$ cat config.mk
export PLATFORM = sky130hd
export DESIGN_NAME = icache_ctrl_sa
export DESIGN_NICKNAME = d
export VERILOG_FILES = /design/src/rtl/icache_ctrl_sa.sv
export SDC_FILE = /design/constraint.sdc
export NUM_CORES = 2
export LEC_CHECK = 0
export CORE_MARGIN = 1
export CORE_UTILIZATION = 40
export CTS_BUF_LIST = sky130_fd_sc_hd__clkbuf_8
export CTS_CLUSTER_DIAMETER = 150
export DETAILED_ROUTE_END_ITERATION = 10
export PLACE_DENSITY_LB_ADDON = 0.12
export SYNTH_ARGS = -nofsm -noshare
export SYNTH_HDL_FRONTEND = slang
export SYNTH_SLANG_ARGS = --single-unit
$ cat constraint.sdc
create_clock -name clk -period 12.9 [get_ports clk]
set_clock_uncertainty 0.1 [all_clocks]
set_input_delay 3.225 -clock clk [delete_from_list [all_inputs] [get_ports clk]]
set_output_delay 3.225 -clock clk [all_outputs]
set_load 0.02 [all_outputs]
$ cat src/rtl/icache_ctrl_sa.sv
// Read-only set-associative instruction cache controller.
// Tag, valid, LRU and data arrays are held in registers. One request is
// outstanding at a time. A miss fetches the whole line as BEATS memory
// beats, always starting from beat 0, and then answers from the fill buffer.
module icache_ctrl_sa #(
    parameter int ADDR_W     = 16,
    parameter int DATA_W     = 16,
    parameter int MEM_W      = 32,
    parameter int LINE_WORDS = 4,
    parameter int SETS       = 16,
    parameter int WAYS       = 2
) (
    input  logic              clk,
    input  logic              rst,
    input  logic [ADDR_W-1:0] cpu_req_addr,
    input  logic              cpu_req_valid,
    input  logic              flush,
    output logic [DATA_W-1:0] cpu_res_data,
    output logic              cpu_res_ready,
    output logic [ADDR_W-1:0] mem_req_addr,
    output logic              mem_req_valid,
    output logic              mem_req_rw,
    input  logic [MEM_W-1:0]  mem_data,
    input  logic              mem_ready,
    output logic [15:0]       hit_cnt,
    output logic [15:0]       miss_cnt
);
    localparam int LINE_W = LINE_WORDS * DATA_W;
    localparam int BEATS  = LINE_W / MEM_W;
    localparam int WPB    = MEM_W / DATA_W;
    localparam int OFF_W  = $clog2(LINE_WORDS);
    localparam int IDX_W  = $clog2(SETS);
    localparam int TAG_W  = ADDR_W - OFF_W - IDX_W;
    localparam int BEAT_W = (BEATS > 1) ? $clog2(BEATS) : 1;

    typedef enum logic [1:0] {
        S_IDLE    = 2'd0,
        S_FILL    = 2'd1,
        S_RESPOND = 2'd2
    } state_t;

    state_t             r_state;
    logic [TAG_W-1:0]   r_tag   [WAYS][SETS];
    logic [LINE_W-1:0]  r_data  [WAYS][SETS];
    logic [SETS-1:0]    r_valid [WAYS];
    logic [SETS-1:0]    r_lru;            // per set: way to evict next
    logic [ADDR_W-1:0]  r_addr;
    logic               r_victim;
    logic [BEAT_W-1:0]  r_beat;
    logic [LINE_W-1:0]  r_fill;
    logic               r_flush_pend;
    logic [DATA_W-1:0]  r_res_data;
    logic               r_res_ready;
    logic [ADDR_W-1:0]  r_mem_addr;
    logic               r_mem_valid;
    logic [15:0]        r_hit_cnt;
    logic [15:0]        r_miss_cnt;

    logic [TAG_W-1:0]   w_tag;
    logic [IDX_W-1:0]   w_idx;
    logic [OFF_W-1:0]   w_off;
    logic [TAG_W-1:0]   w_f_tag;
    logic [IDX_W-1:0]   w_f_idx;
    logic [OFF_W-1:0]   w_f_off;
    logic               w_hit;
    logic               w_hit_way;
    logic [LINE_W-1:0]  w_hit_line;
    logic               w_inv;
    logic               w_inv_way;
    logic               w_victim;
    logic               w_last;
    logic [LINE_W-1:0]  w_fill_next;

    // Pick word 'off' out of a cache line.
    function automatic logic [DATA_W-1:0] word_sel(input logic [LINE_W-1:0] line,
                                                   input logic [OFF_W-1:0]  off);
        word_sel = line[off*DATA_W +: DATA_W];
    endfunction

    assign w_tag   = cpu_req_addr[ADDR_W-1 -: TAG_W];
    assign w_idx   = cpu_req_addr[OFF_W +: IDX_W];
    assign w_off   = cpu_req_addr[OFF_W-1:0];
    assign w_f_tag = r_addr[ADDR_W-1 -: TAG_W];
    assign w_f_idx = r_addr[OFF_W +: IDX_W];
    assign w_f_off = r_addr[OFF_W-1:0];
    assign w_last  = (r_beat == BEAT_W'(BEATS - 1));

    // Tag lookup of the incoming address and victim choice (lowest invalid way, else LRU).
    always_comb begin
        w_hit      = 1'b0;
        w_hit_way  = 1'b0;
        w_hit_line = '0;
        w_inv      = 1'b0;
        w_inv_way  = 1'b0;
        for (int w = 0; w < WAYS; w++) begin
            if (r_valid[w][w_idx] && (r_tag[w][w_idx] == w_tag)) begin
                w_hit      = 1'b1;
                w_hit_way  = 1'(w);
                w_hit_line = r_data[w][w_idx];
            end else begin
                w_hit      = w_hit;
            end
        end
        for (int w = WAYS - 1; w >= 0; w--) begin
            w_inv_way = (!r_valid[w][w_idx]) ? 1'(w) : w_inv_way;
            w_inv     = w_inv | !r_valid[w][w_idx];
        end
        w_victim = w_inv ? w_inv_way : ((WAYS == 2) ? r_lru[w_idx] : 1'b0);
    end

    // Fill buffer with the beat currently on mem_data merged into its slot.
    always_comb begin
        w_fill_next = r_fill;
        for (int b = 0; b < BEATS; b++) begin
            w_fill_next[b*MEM_W +: MEM_W] = (BEAT_W'(b) == r_beat) ? mem_data
                                                                    : r_fill[b*MEM_W +: MEM_W];
        end
    end

    // Control FSM, cache arrays, counters and registered outputs.
    always_ff @(posedge clk) begin
        if (rst) begin
            r_state      <= S_IDLE;
            for (int w = 0; w < WAYS; w++) r_valid[w] <= '0;
            r_lru        <= '0;
            r_addr       <= '0;
            r_victim     <= 1'b0;
            r_beat       <= '0;
            r_flush_pend <= 1'b0;
            r_res_data   <= '0;
            r_res_ready  <= 1'b0;
            r_mem_addr   <= '0;
            r_mem_valid  <= 1'b0;
            r_hit_cnt    <= 16'd0;
            r_miss_cnt   <= 16'd0;
        end else begin
            r_res_ready <= 1'b0;
            case (r_state)
                S_IDLE: begin
                    if (flush) begin
                        // flush takes priority over a request in the same cycle
                        for (int w = 0; w < WAYS; w++) r_valid[w] <= '0;
                        r_lru        <= '0;
                        r_flush_pend <= 1'b0;
                    end else if (cpu_req_valid) begin
                        r_addr <= cpu_req_addr;
                        if (w_hit) begin
                            r_res_ready <= 1'b1;
                            r_res_data  <= word_sel(w_hit_line, w_off);
                            r_hit_cnt   <= (r_hit_cnt == 16'hFFFF) ? r_hit_cnt : r_hit_cnt + 16'd1;
                            if (WAYS == 2) r_lru[w_idx] <= ~w_hit_way;
                        end else begin
                            r_miss_cnt  <= (r_miss_cnt == 16'hFFFF) ? r_miss_cnt : r_miss_cnt + 16'd1;
                            r_victim    <= w_victim;
                            r_beat      <= '0;
                            r_mem_valid <= 1'b1;
                            r_mem_addr  <= {w_tag, w_idx, {OFF_W{1'b0}}};
                            r_state     <= S_FILL;
                        end
                    end else begin
                        r_state <= S_IDLE;
                    end
                end
                S_FILL: begin
                    if (flush) r_flush_pend <= 1'b1;
                    if (mem_ready) begin
                        r_fill <= w_fill_next;
                        if (w_last) begin
                            r_mem_valid                <= 1'b0;
                            r_tag[r_victim][w_f_idx]   <= w_f_tag;
                            r_data[r_victim][w_f_idx]  <= w_fill_next;
                            r_valid[r_victim][w_f_idx] <= 1'b1;
                            if (WAYS == 2) r_lru[w_f_idx] <= ~r_victim;
                            r_res_ready <= 1'b1;
                            r_res_data  <= word_sel(w_fill_next, w_f_off);
                            r_state     <= S_RESPOND;
                        end else begin
                            r_beat     <= r_beat + BEAT_W'(1);
                            r_mem_addr <= r_mem_addr + ADDR_W'(WPB);
                        end
                    end else begin
                        r_state <= S_FILL;
                    end
                end
                S_RESPOND: begin
                    // a flush seen during the fill is applied as we return to idle
                    if (flush || r_flush_pend) begin
                        for (int w = 0; w < WAYS; w++) r_valid[w] <= '0;
                        r_lru <= '0;
                    end else begin
                        r_lru <= r_lru;
                    end
                    r_flush_pend <= 1'b0;
                    r_state      <= S_IDLE;
                end
                default: begin
                    r_state     <= S_IDLE;
                    r_mem_valid <= 1'b0;
                end
            endcase
        end
    end

    assign cpu_res_data  = r_res_data;
    assign cpu_res_ready = r_res_ready;
    assign mem_req_addr  = r_mem_addr;
    assign mem_req_valid = r_mem_valid;
    assign mem_req_rw    = 1'b0;
    assign hit_cnt       = r_hit_cnt;
    assign miss_cnt      = r_miss_cnt;

endmodule

==> run_results.csv <==
group,metric,value,unit
clock_tree,postCtsHoldBufs,0,
worst_setup_path,cp.arrival,9.14,ns
pwr,powerDensity,148,nW/um2
sta,max_clock_freq,0.121,GHz
worst_setup_path,max_stage_delay,0.69,ns
global_routing,grt_first_pass_wirelength,392,mm
yosys,seq_area_frac_synth,75.5,%
clock_tree,cts_tree,"built",
outcome,status,"complete, no violations",
cells_and_area,drive_gt1_share,29.3,%
global_routing,grtUsageTotal,22.3,%
pwr,ir_drop,0.125,mV
detailed_routing,ant_nets,0,
detailed_routing,routed-via-count,49300,
sta,relSlewSlack,10.1,%
clock_tree,h-tree-depth,5,
cells_and_area,final_area,114000,um2
sta,finalCriticalPeriod,8.28,ns
place,post-place-cells,7835,
yosys,async_flop_share,0,%
sta,fin_crit_sh,64.2,%
yosys,yosys-top-cells-area,"edfxtp_1 (73%), mux4_2 (17%), dfxtp_1 (2.7%), mux2_2 (0.93%), mux2i_1 (0.82%)",
place,gp_congestion,0.788,
sta,tightest_slew,1.35,ns
yosys,yosysMostFrequentCell,"edfxtp_1",
yosys,synthFlopType,"edfxtp_1",
place,place_hpwl,142,mm
detailed_routing,wl_per_cell,32.6,um
worst_setup_path,crit_type,"in -> reg",
flow_run,max-cap-violations,0,
floorplanning,dieWidth,503,um
yosys,synth_top_cell_by_area,"edfxtp_1",
yosys,yosys_register_bits,2566,
floorplanning,fp.coreArea,249000,um2
global_routing,antenna_found_initial,5,
yosys,avgSynthCellArea,22.1,um2
detailed_routing,drc,0,
yosys,synth_cell_types,74,
floorplanning,start_util,40.3,%
yosys,synth_edf_count,2432,
pwr,power_leakage,0.0356,uW
floorplanning,die-area,253000,um2
worst_setup_path,cp_max_fo,94,
worst_setup_path,required,13.76,ns
clock_tree,cts_resized,0,
worst_setup_path,cp_top_family,"simple AND/OR/NAND/NOR gates",
clock_tree,clock-root-buffer,"clkbuf_8",
place,port_buffers,117,
floorplanning,rows,183,
global_routing,grt.overflow.total,0,
clock_tree,numCtsBuffers,447,
sta,setup_viol,0,
clock_tree,cts_setup_buffers,0,
yosys,synth_cells,4542,
global_routing,grt_max_degree,96,
clock_tree,clkSinkCount,2566,
worst_setup_path,cp-end-kind,"flop",
sta,rsz0062_at_grt,"no",
clock_tree,path_clk_slew,0.06,ns
worst_setup_path,startpoint_type,"primary input",
floorplanning,ios,120,
worst_setup_path,crit_buf_inv,2,
worst_setup_path,crit_chain,"buf_8 > buf_4 > mux4_2 > mux2i_1 > xnor2_1 > or4b_1 > o22ai_2 > nand4_1 > a21bo_4 > nand3_1 > nor2_1 > nand2_1 > o211ai_1",
clock_tree,insertion_delay,1.14,ns
yosys,ys_top_cells_by_count,"edfxtp_1 (2,432), mux4_2 (756), nand2_1 (143)",
clock_tree,clk_path_buf_depth,4,
detailed_routing,drt_first_pass_iters,7,
yosys,synth_top_area_share,72.8,%
sta,fin_setup_tns,0,ns
detailed_routing,routed_wl,281,mm
detailed_routing,avgViaCountPerCell,5.71,
cells_and_area,area_growth,13.4,%
global_routing,grt_pass1_vias,50700,
sta,hold_viol,0,
worst_setup_path,crit_slowest_cell,"buf_4",
cells_and_area,finalNonFillerCells,8638,
place,placed_cell_area,106000,um2
yosys,yosys_warnings,0,
hold_path,min_path_type,"reg -> reg",
floorplanning,die_y,503,um
detailed_routing,drt_iter0_markers,5297,
sta,slew_viol_final,0,
yosys,netlist_area,100000,um2
cells_and_area,finalNetCount,5014,
==> worst reg2reg max path, delay by kind of cell (launching register included) <==
kind / cells / cell delay, ns
fa+ha+maj: 1 / 0.84
buf+inv: 3 / 1.88
flops: 1 / 0.35
simple gates: 3 / 2.01
==> cells by family after synthesis <==
logic type                 synth area share (%)
and+or+nand+nor                            1.98
xor gates and xnor gates                  0.410
other                                   0.00374
adders and majority gates                0.0873
buffers and inverters                      1.32
DFF                                        75.5
muxes                                      18.8
AOI/OAI and AO/OA                          1.97
==> routing by layer <==
layer	GRT usage, %	share of wire [%]	vias to the layer above
met5	0	0	-
met4	5.84	2.1	0
met3	4.63	6.8	390
met1	31.5	43	26900
met2	35.3	48	1925
li1	-	-	20100
==> cell usage in the layout, fill, tap and decap left out, types with 7 or more instances in the layout <==
| cell type | n |
|---|---|
| a211oi_1 | 11 |
| o211ai_1 | 11 |
| inv_1 | 177 |
| o22ai_1 | 31 |
| clkbuf_8 | 483 |
| buf_12 | 14 |
| nand2_1 | 143 |
| nor2_1 | 75 |
| a31oi_1 | 15 |
| nor4_1 | 8 |
| a22o_1 | 7 |
| nor3_1 | 10 |
| o21ai_2 | 11 |
| dfxtp_1 | 131 |
| edfxtp_1 | 2432 |
| clkinv_2 | 33 |
| o32ai_1 | 7 |
| nand3_1 | 33 |
| nand4_1 | 12 |
| a21oi_1 | 79 |
| mux2_2 | 83 |
| clkinv_1 | 118 |
| and3_1 | 9 |
| nor3b_1 | 11 |
| buf_4 | 97 |
| xor2_1 | 20 |
| clkdlybuf4s50_1 | 111 |
| mux4_2 | 756 |
| nand2b_1 | 18 |
| a22oi_1 | 9 |
| xnor2_1 | 27 |
| a21o_1 | 33 |
| nor2b_1 | 22 |
| nor2_4 | 32 |
| a41oi_1 | 7 |
| a221oi_1 | 9 |
| mux2i_1 | 82 |
| o21ai_0 | 26 |
==> flip-flops by register name, summed over array words and instances, names as in the netlist <==
| name | cells |
|---|---|
| r_data | 2048 |
| r_tag | 320 |
| r_fill | 64 |
| r_valid | 32 |
| cpu_res_data | 16 |
| hit_cnt | 16 |
| miss_cnt | 16 |
| r_addr | 16 |
| r_lru | 16 |
| mem_req_addr | 15 |
| r_state | 2 |
| cpu_res_ready | 1 |
| mem_req_valid | 1 |
| r_beat | 1 |
| r_flush_pend | 1 |
| r_victim | 1 |
==> worst paths after layout <==
kind | startpoint | end | slack (ns) | cells after the start
worst max-delay path | cpu_req_addr[3] | cpu_res_data[0]$_SDFFE_PP0P_ | 4.62 | 13
worst min-delay path | r_valid[0][10]$_DFF_P_ | r_valid[0][10]$_DFF_P_ | 0.35 | 1
worst max register to register | r_state[1]$_SDFFE_PP0P_ | r_data[1][368]$_DFFE_PP_ | 7.20 | 7
worst min register to register | r_valid[0][10]$_DFF_P_ | r_valid[0][10]$_DFF_P_ | 0.35 | 1
==> cell type report <==
type	count	area (um2)
antenna	6	15.0
clock buffer	483	6650
clock inverter	314	1370
timing repair buffer	226	2180
multi-input combinational	1684	23600
sequential	2566	75700
inverter	29	109
tap	3330	4170
fill	20900	135000
==> metrics by stage <==
step | utilization, % | total power (uW) | hold WS [ns] | setup slack, ns
after floorplan | - | 9970 | 0.321 | 3.14
after global placement | 42.5 | 10300 | 0.327 | 3.41
after detailed placement | 42.5 | 10300 | 0.333 | 3.50
after CTS | 45.7 | 17000 | 0.347 | 4.69
after global routing | 45.7 | 17400 | 0.359 | 4.42
final | 45.7 | 16900 | 0.347 | 4.62
==> power by group <==
| part | switching (uW) | internal, uW | total [uW] |
|---|---|---|---|
| sequential | 29.8 | 9180 | 9210 |
| combinational | 551 | 345 | 896 |
| clock | 3260 | 3490 | 6760 |
| total | 3840 | 13000 | 16900 |
(Power assumes the default switching activity.)
